<file path="src/rtl/bcd_to_bin_seq.sv">
// ---------------------------------------------------------------------------
// bcd_to_bin_seq
//
// Sequential BCD-to-binary converter using reverse double dabble. Each clock
// in RUN shifts the working register {d3,d2,d1,d0,acc[13:0]} right by one bit.
// Then every BCD digit that is >= 8 has 3 subtracted from it. After 14 steps
// acc holds the binary value of the four-digit decimal input.
//
// Ports:
//   clk        in   1   rising-edge clock
//   rst_n      in   1   asynchronous, active-low reset
//   start      in   1   conversion request, sampled on the rising edge
//   thousands  in   4   BCD digit d3, sampled only on the accepting edge
//   hundreds   in   4   BCD digit d2
//   tens       in   4   BCD digit d1
//   ones       in   4   BCD digit d0
//   bin        out  14  registered result, held until the next result
//   busy       out  1   high while a conversion is shifting (RUN)
//   done       out  1   one-cycle pulse; bin/err are valid from this cycle on
//   err        out  1   invalid digit (>9) seen on the accepted load
//
// Handshake: start is accepted on any rising edge where the FSM is in IDLE or
// DONE. It has no ready signal. A start seen while busy is dropped, not queued.
// done pulses once per accepted start that is not aborted by reset.
//
// Optional feature, macro BCD2BIN_RANGE_CHECK_EN:
//   When defined, a load containing a digit > 9 skips the shifting. The
//   block then reports bin=0 and err=1 one cycle later, and busy stays low.
//   When undefined, err is tied low and any digit is converted as given.
//
// The FSM state is visible to a checker as the internal signal `state`.
// ---------------------------------------------------------------------------
module bcd_to_bin_seq (
    input  logic        clk,
    input  logic        rst_n,
    input  logic        start,
    input  logic [3:0]  thousands,
    input  logic [3:0]  hundreds,
    input  logic [3:0]  tens,
    input  logic [3:0]  ones,
    output logic [13:0] bin,
    output logic        busy,
    output logic        done,
    output logic        err
);

    // S_FAULT is the one-cycle hop used to report an invalid load.
    // It can only be reached when the range check is built in.
    typedef enum logic [1:0] {
        S_IDLE  = 2'd0,
        S_RUN   = 2'd1,
        S_DONE  = 2'd2,
        S_FAULT = 2'd3
    } state_t;

    state_t      state;
    state_t      state_nxt;
    logic [29:0] work;
    logic [29:0] work_nxt;
    logic [29:0] shifted;
    logic [29:0] stepped;
    logic [3:0]  cnt;
    logic [3:0]  cnt_nxt;
    logic [13:0] bin_nxt;
    logic        digits_bad;

    // Reverse-dabble correction for one 4-bit digit after the shift.
    function automatic logic [3:0] adjust(input logic [3:0] d);
        return (d >= 4'd8) ? (d - 4'd3) : d;
    endfunction

`ifdef BCD2BIN_RANGE_CHECK_EN
    logic err_q;
    logic err_nxt;

    assign digits_bad = (thousands > 4'd9) || (hundreds > 4'd9) ||
                        (tens > 4'd9) || (ones > 4'd9);
    assign err = err_q;
`else
    assign digits_bad = 1'b0;
    assign err        = 1'b0;
`endif

    // One algorithm step. The digits are corrected independently, and no
    // borrow passes between them.
    always_comb begin
        shifted = work >> 1;
        stepped = {adjust(shifted[29:26]), adjust(shifted[25:22]),
                   adjust(shifted[21:18]), adjust(shifted[17:14]),
                   shifted[13:0]};
    end

    always_comb begin
        state_nxt = state;
        work_nxt  = work;
        cnt_nxt   = cnt;
        bin_nxt   = bin;
`ifdef BCD2BIN_RANGE_CHECK_EN
        err_nxt   = err_q;
`endif
        case (state)
            S_IDLE, S_DONE: begin
                if (start) begin
                    if (digits_bad) begin
                        work_nxt  = '0;
                        cnt_nxt   = 4'd0;
                        state_nxt = S_FAULT;
                    end else begin
                        work_nxt  = {thousands, hundreds, tens, ones, 14'd0};
                        cnt_nxt   = 4'd0;
                        state_nxt = S_RUN;
                    end
                end else if (state == S_DONE) begin
                    state_nxt = S_IDLE;
                end
            end
            S_RUN: begin
                work_nxt = stepped;
                cnt_nxt  = cnt + 4'd1;
                // The 14th shift completes here. Publish the post-shift acc.
                if (cnt == 4'd13) begin
                    bin_nxt   = stepped[13:0];
`ifdef BCD2BIN_RANGE_CHECK_EN
                    err_nxt   = 1'b0;
`endif
                    state_nxt = S_DONE;
                end
            end
            S_FAULT: begin
                bin_nxt   = 14'd0;
`ifdef BCD2BIN_RANGE_CHECK_EN
                err_nxt   = 1'b1;
`endif
                state_nxt = S_DONE;
            end
            default: begin
                state_nxt = S_IDLE;
            end
        endcase
    end

    always_ff @(posedge clk or negedge rst_n) begin
        if (!rst_n) begin
            state <= S_IDLE;
            work  <= '0;
            cnt   <= 4'd0;
            bin   <= 14'd0;
        end else begin
            state <= state_nxt;
            work  <= work_nxt;
            cnt   <= cnt_nxt;
            bin   <= bin_nxt;
        end
    end

`ifdef BCD2BIN_RANGE_CHECK_EN
    always_ff @(posedge clk or negedge rst_n) begin
        if (!rst_n) begin
            err_q <= 1'b0;
        end else begin
            err_q <= err_nxt;
        end
    end
`endif

    // Both flags are decoded straight from the state register.
    assign busy = (state == S_RUN);
    assign done = (state == S_DONE);

endmodule

</file>
<file path="config.mk">
export PLATFORM = sky130hd
export DESIGN_NAME = bcd_to_bin_seq
export DESIGN_NICKNAME = d
export VERILOG_FILES = /design/src/rtl/bcd_to_bin_seq.sv
export SDC_FILE = /design/constraint.sdc
export NUM_CORES = 1
export LEC_CHECK = 0
export ABC_CLOCK_PERIOD_IN_PS = 1600
export CORE_ASPECT_RATIO = 1.75
export CORE_UTILIZATION = 52
export DETAILED_ROUTE_END_ITERATION = 10
export PLACE_DENSITY = 0.88
export SLEW_MARGIN = 5
export SYNTH_ARGS = -nofsm -noshare
export SYNTH_HDL_FRONTEND = slang
export SYNTH_SLANG_ARGS = --single-unit
export TNS_END_PERCENT = 30
</file>
<file path="constraint.sdc">
create_clock -name clk -period 1.6 [get_ports clk]
set_input_delay 0.32 -clock clk [delete_from_list [all_inputs] [get_ports clk]]
set_output_delay 0.32 -clock clk [all_outputs]
set_load 0.005 [all_outputs]
</file>
==> results by group <==
Logic synthesis
  • Mean area per synthesized cell: 11.8 sq um
  • Cells after synthesis: 183
  • Largest family of logic cells by synthesized area: compound AO/OA/AOI/OAI gates
  • Distinct cells, synth: 33
  • Synth Area in Compound Gates: 20.5%
  • Adder-Cell Fraction of Synth Area: 4.62%
  • Post-Syn Area: 0.00216 sq mm
  • Post-Synth XOR/XNOR Area: 2.43%
  • Post-Synth Simple-Gate Area: 9.77%
  • Post-synthesis sequential area ratio: 56.6%
  • Mux share of post-synthesis cell area: 0.462%
  • Mapped Nets: 210
  • Seq cells post-synth: 49
  • Synth Warn #: 0

Clock network
  • Htree depth: 2
  • Longest Clk Path Bufs: 2
  • Worst skew pair latency: 0.30 ns
  • Clock transition at path regs: 0.08 ns
  • Clk sink count: 49
  • CTS buffer count: 5
  • CTS tree: yes
  • Root Buffer: clkbuf_8

Pwr
  • Leak: 0.00127 uW
  • Peak supply drop: 1.21 mV
  • PwrDens: 1930 mW/mm^2

Layout
  • Fin nets: 253
  • Footprint of the multi-input gates: 822 sq um
  • Most frequent cells in the layout: 48 x dfrtp_1, 31 x clkdlybuf4s50_1, 28 x a22o_1, 16 x nand2_1, 13 x buf_4
  • Leading cell type in the layout, fill and taps excluded: dfrtp_1
  • Layout Cells excl Fill: 273
  • Layout cells sized above 1: 12.0%
  • Area growth, synth to finish: 24.3%
  • Ant diodes: 0
  • FF/Latch Area: 0.00123 sq mm
  • # fillers: 325

Route
  • DR vias/cell: 5.82
  • Met1 WL: 1810 um
  • DRT Pass-1 Iters: 6
  • WL/cell: 16.0 um
  • Met3 wire len: 145 um
  • WL final: 4380 um
  • Antenna-violating nets left: 0
  • Residual DRC: 0
  • DRT iter0 DRCs: 36
  • DR top layer: met4
  • Met2 wire len: 2300 um
  • Routed vias: 1,589

Status
  • Status: finished, violations left
  • Failing checks: negative hold slack

Worst setup path
  • CP max stage cell: dfrtp_1
  • R2R Setup Slk: 0.07 ns
  • Crit Path Category: reg2reg
  • CP max FO: 14
  • Top cell family by delay on the critical path: simple AND/OR/NAND/NOR gates
  • CP startpoint kind: flop
  • Crit. End Element: flop
  • Max incr delay on CP: 0.44 ns
  • Crit path buf inv count: 0
  • Worst-path cell chain: ha_1 > and3_1 > and2_2 > a22o_1
  • Req. time, crit path: 1.79 ns
  • Crit path DAT: 1.71 ns

Timing
  • Worst Tran Pin Value: 0.525 ns
  • Final Hold Fails: 20
  • Skew final: 0.00211 ns
  • Min Tclk post-route: 1.53 ns
  • Final Worst Setup Slack: 0.0732 ns
  • Max Freq: 0.655 GHz
  • # setup viols final: 0
  • Tcrit/Tclk final: 95.4%
  • Slew margin rel.: 65.0%
  • Slew Viols, Final: 0
  • RSZ-0062 raised after global routing: false
  • Hold slack: -0.00964 ns

Floorplanning
  • Initial core utilization: 54.9%
  • CORE AREA: 0.00394 sq mm
  • Num ports: 36
  • Die area: 0.00443 sq mm
  • DIE HEIGHT: 87.4 um
  • Site row count: 30
  • Die span in x: 50.8 um

GRT
  • First-pass GRT wire length: 7570 um
  • Antenna violations before repair: 0
  • Vias in the first global route: 1,633
  • All-Layer GR Usage: 23.2%
  • GRT Residual Overflow: 0
  • Largest net degree at the start of global routing: 24

Placement
  • Placed insts: 265
  • Dpl ws: -0.0740 ns
  • Port Buf Inserts: 34
  • HPWL Detailed: 3180 um
  • Routability cong.: 0.754

Flow run
  • MaxCap Viol Count: 0

Worst hold path
  • Hold Crit Class: in2async
## kinds of logic (layout without fill, tap and decap cells)
group,count (synthesis),count (layout)
compound gates,54,54
flops,49,49
simple gates,42,42
buf+inv,22,64
fa+ha+maj,8,8
xor+xnor,6,6
other cells,1,1
mux,1,1
## layer usage
layer | vias to the layer above | global-route usage [%]
li1 | 737 | -
met1 | 801 | 27.2
met2 | 41 | 40.1
met3 | 10 | 4.36
met4 | 0 | 11.4
met5 | - | 0
## timing repair
item                       CTS  global route
hold endpoints to repair     0             0
setup endpoints to repair    3             4
hold buffers                 0             0
pin swaps                    0             0
gates resized for setup      4             0
setup buffers                1             1
## per-stage QoR
step	utilization [%]	hold slack [ns]	TNS (ns)	power (uW)	instance area, sq um
after floorplan	-	0.0244	0	3600	2160
after global placement	66.0	0.324	-0.199	4400	2600
after detailed placement	66.0	0.329	-0.789	4530	2600
after CTS	68.1	0.00201	0	5200	2680
after global routing	68.3	0.0170	0	5590	2690
final	68.3	-0.00964	0	5180	2690
## final timing paths
check | startpoint | endpoint | depth (start not counted)
max | cnt[0] | bin[7] | 4
min | rst_n | bin[5] | 1
max reg2reg | cnt[0] | bin[7] | 4
min reg2reg | cnt[3] | cnt[3] | 1
max in group asynchronous | rst_n | work[15] | 2
min in group clk | cnt[3] | cnt[3] | 1
## layout make-up
class                      instances  share of cell area, %
sequential                        49                   45.6
multi-input combinational        112                   30.6
timing repair buffer              49                   17.5
clock buffer                       5                   2.56
tap                               48                   2.23
inverter                           9                   1.35
clock inverter                     1                  0.186
## synthesized netlist by cell type
library cell,instances,share of area (%)
a221o_1,3,1.4
a22o_1,28,11
a22oi_1,3,1.0
a311oi_1,3,1.2
a31oi_1,3,0.87
and2_1,1,0.29
and3_1,1,0.29
buf_2,8,1.8
buf_4,2,0.69
buf_6,2,1.0
clkbuf_1,1,0.17
conb_1,1,0.17
dfrtp_1,49,57
ha_1,8,4.6
inv_1,8,1.4
inv_4,1,0.29
mux2i_1,1,0.46
nand2_1,16,2.8
nand2b_1,1,0.29
nand2b_4,1,0.64
nand3_1,8,1.8
nand3b_1,1,0.35
nand4_1,1,0.29
nor2_1,6,1.0
nor2_4,1,0.52
nor2b_1,5,1.4
o211a_1,3,1.4
o211ai_1,3,1.0
o21ai_0,1,0.23
o21ai_1,3,0.69
o22ai_1,3,0.87
o2bb2ai_1,1,0.40
xnor2_1,6,2.4
## power by group
group / total, uW / internal (uW) / switching [uW]
combinational: 2280 / 1280 / 1000
clock: 658 / 288 / 370
sequential: 2240 / 1760 / 479
total: 5180 / 3330 / 1850
## flip-flops by register name, summed over array words and instances (netlist names)
register / flops
bin: 14
cnt: 4
state: 2
work: 29
(Power assumes the default switching activity.)
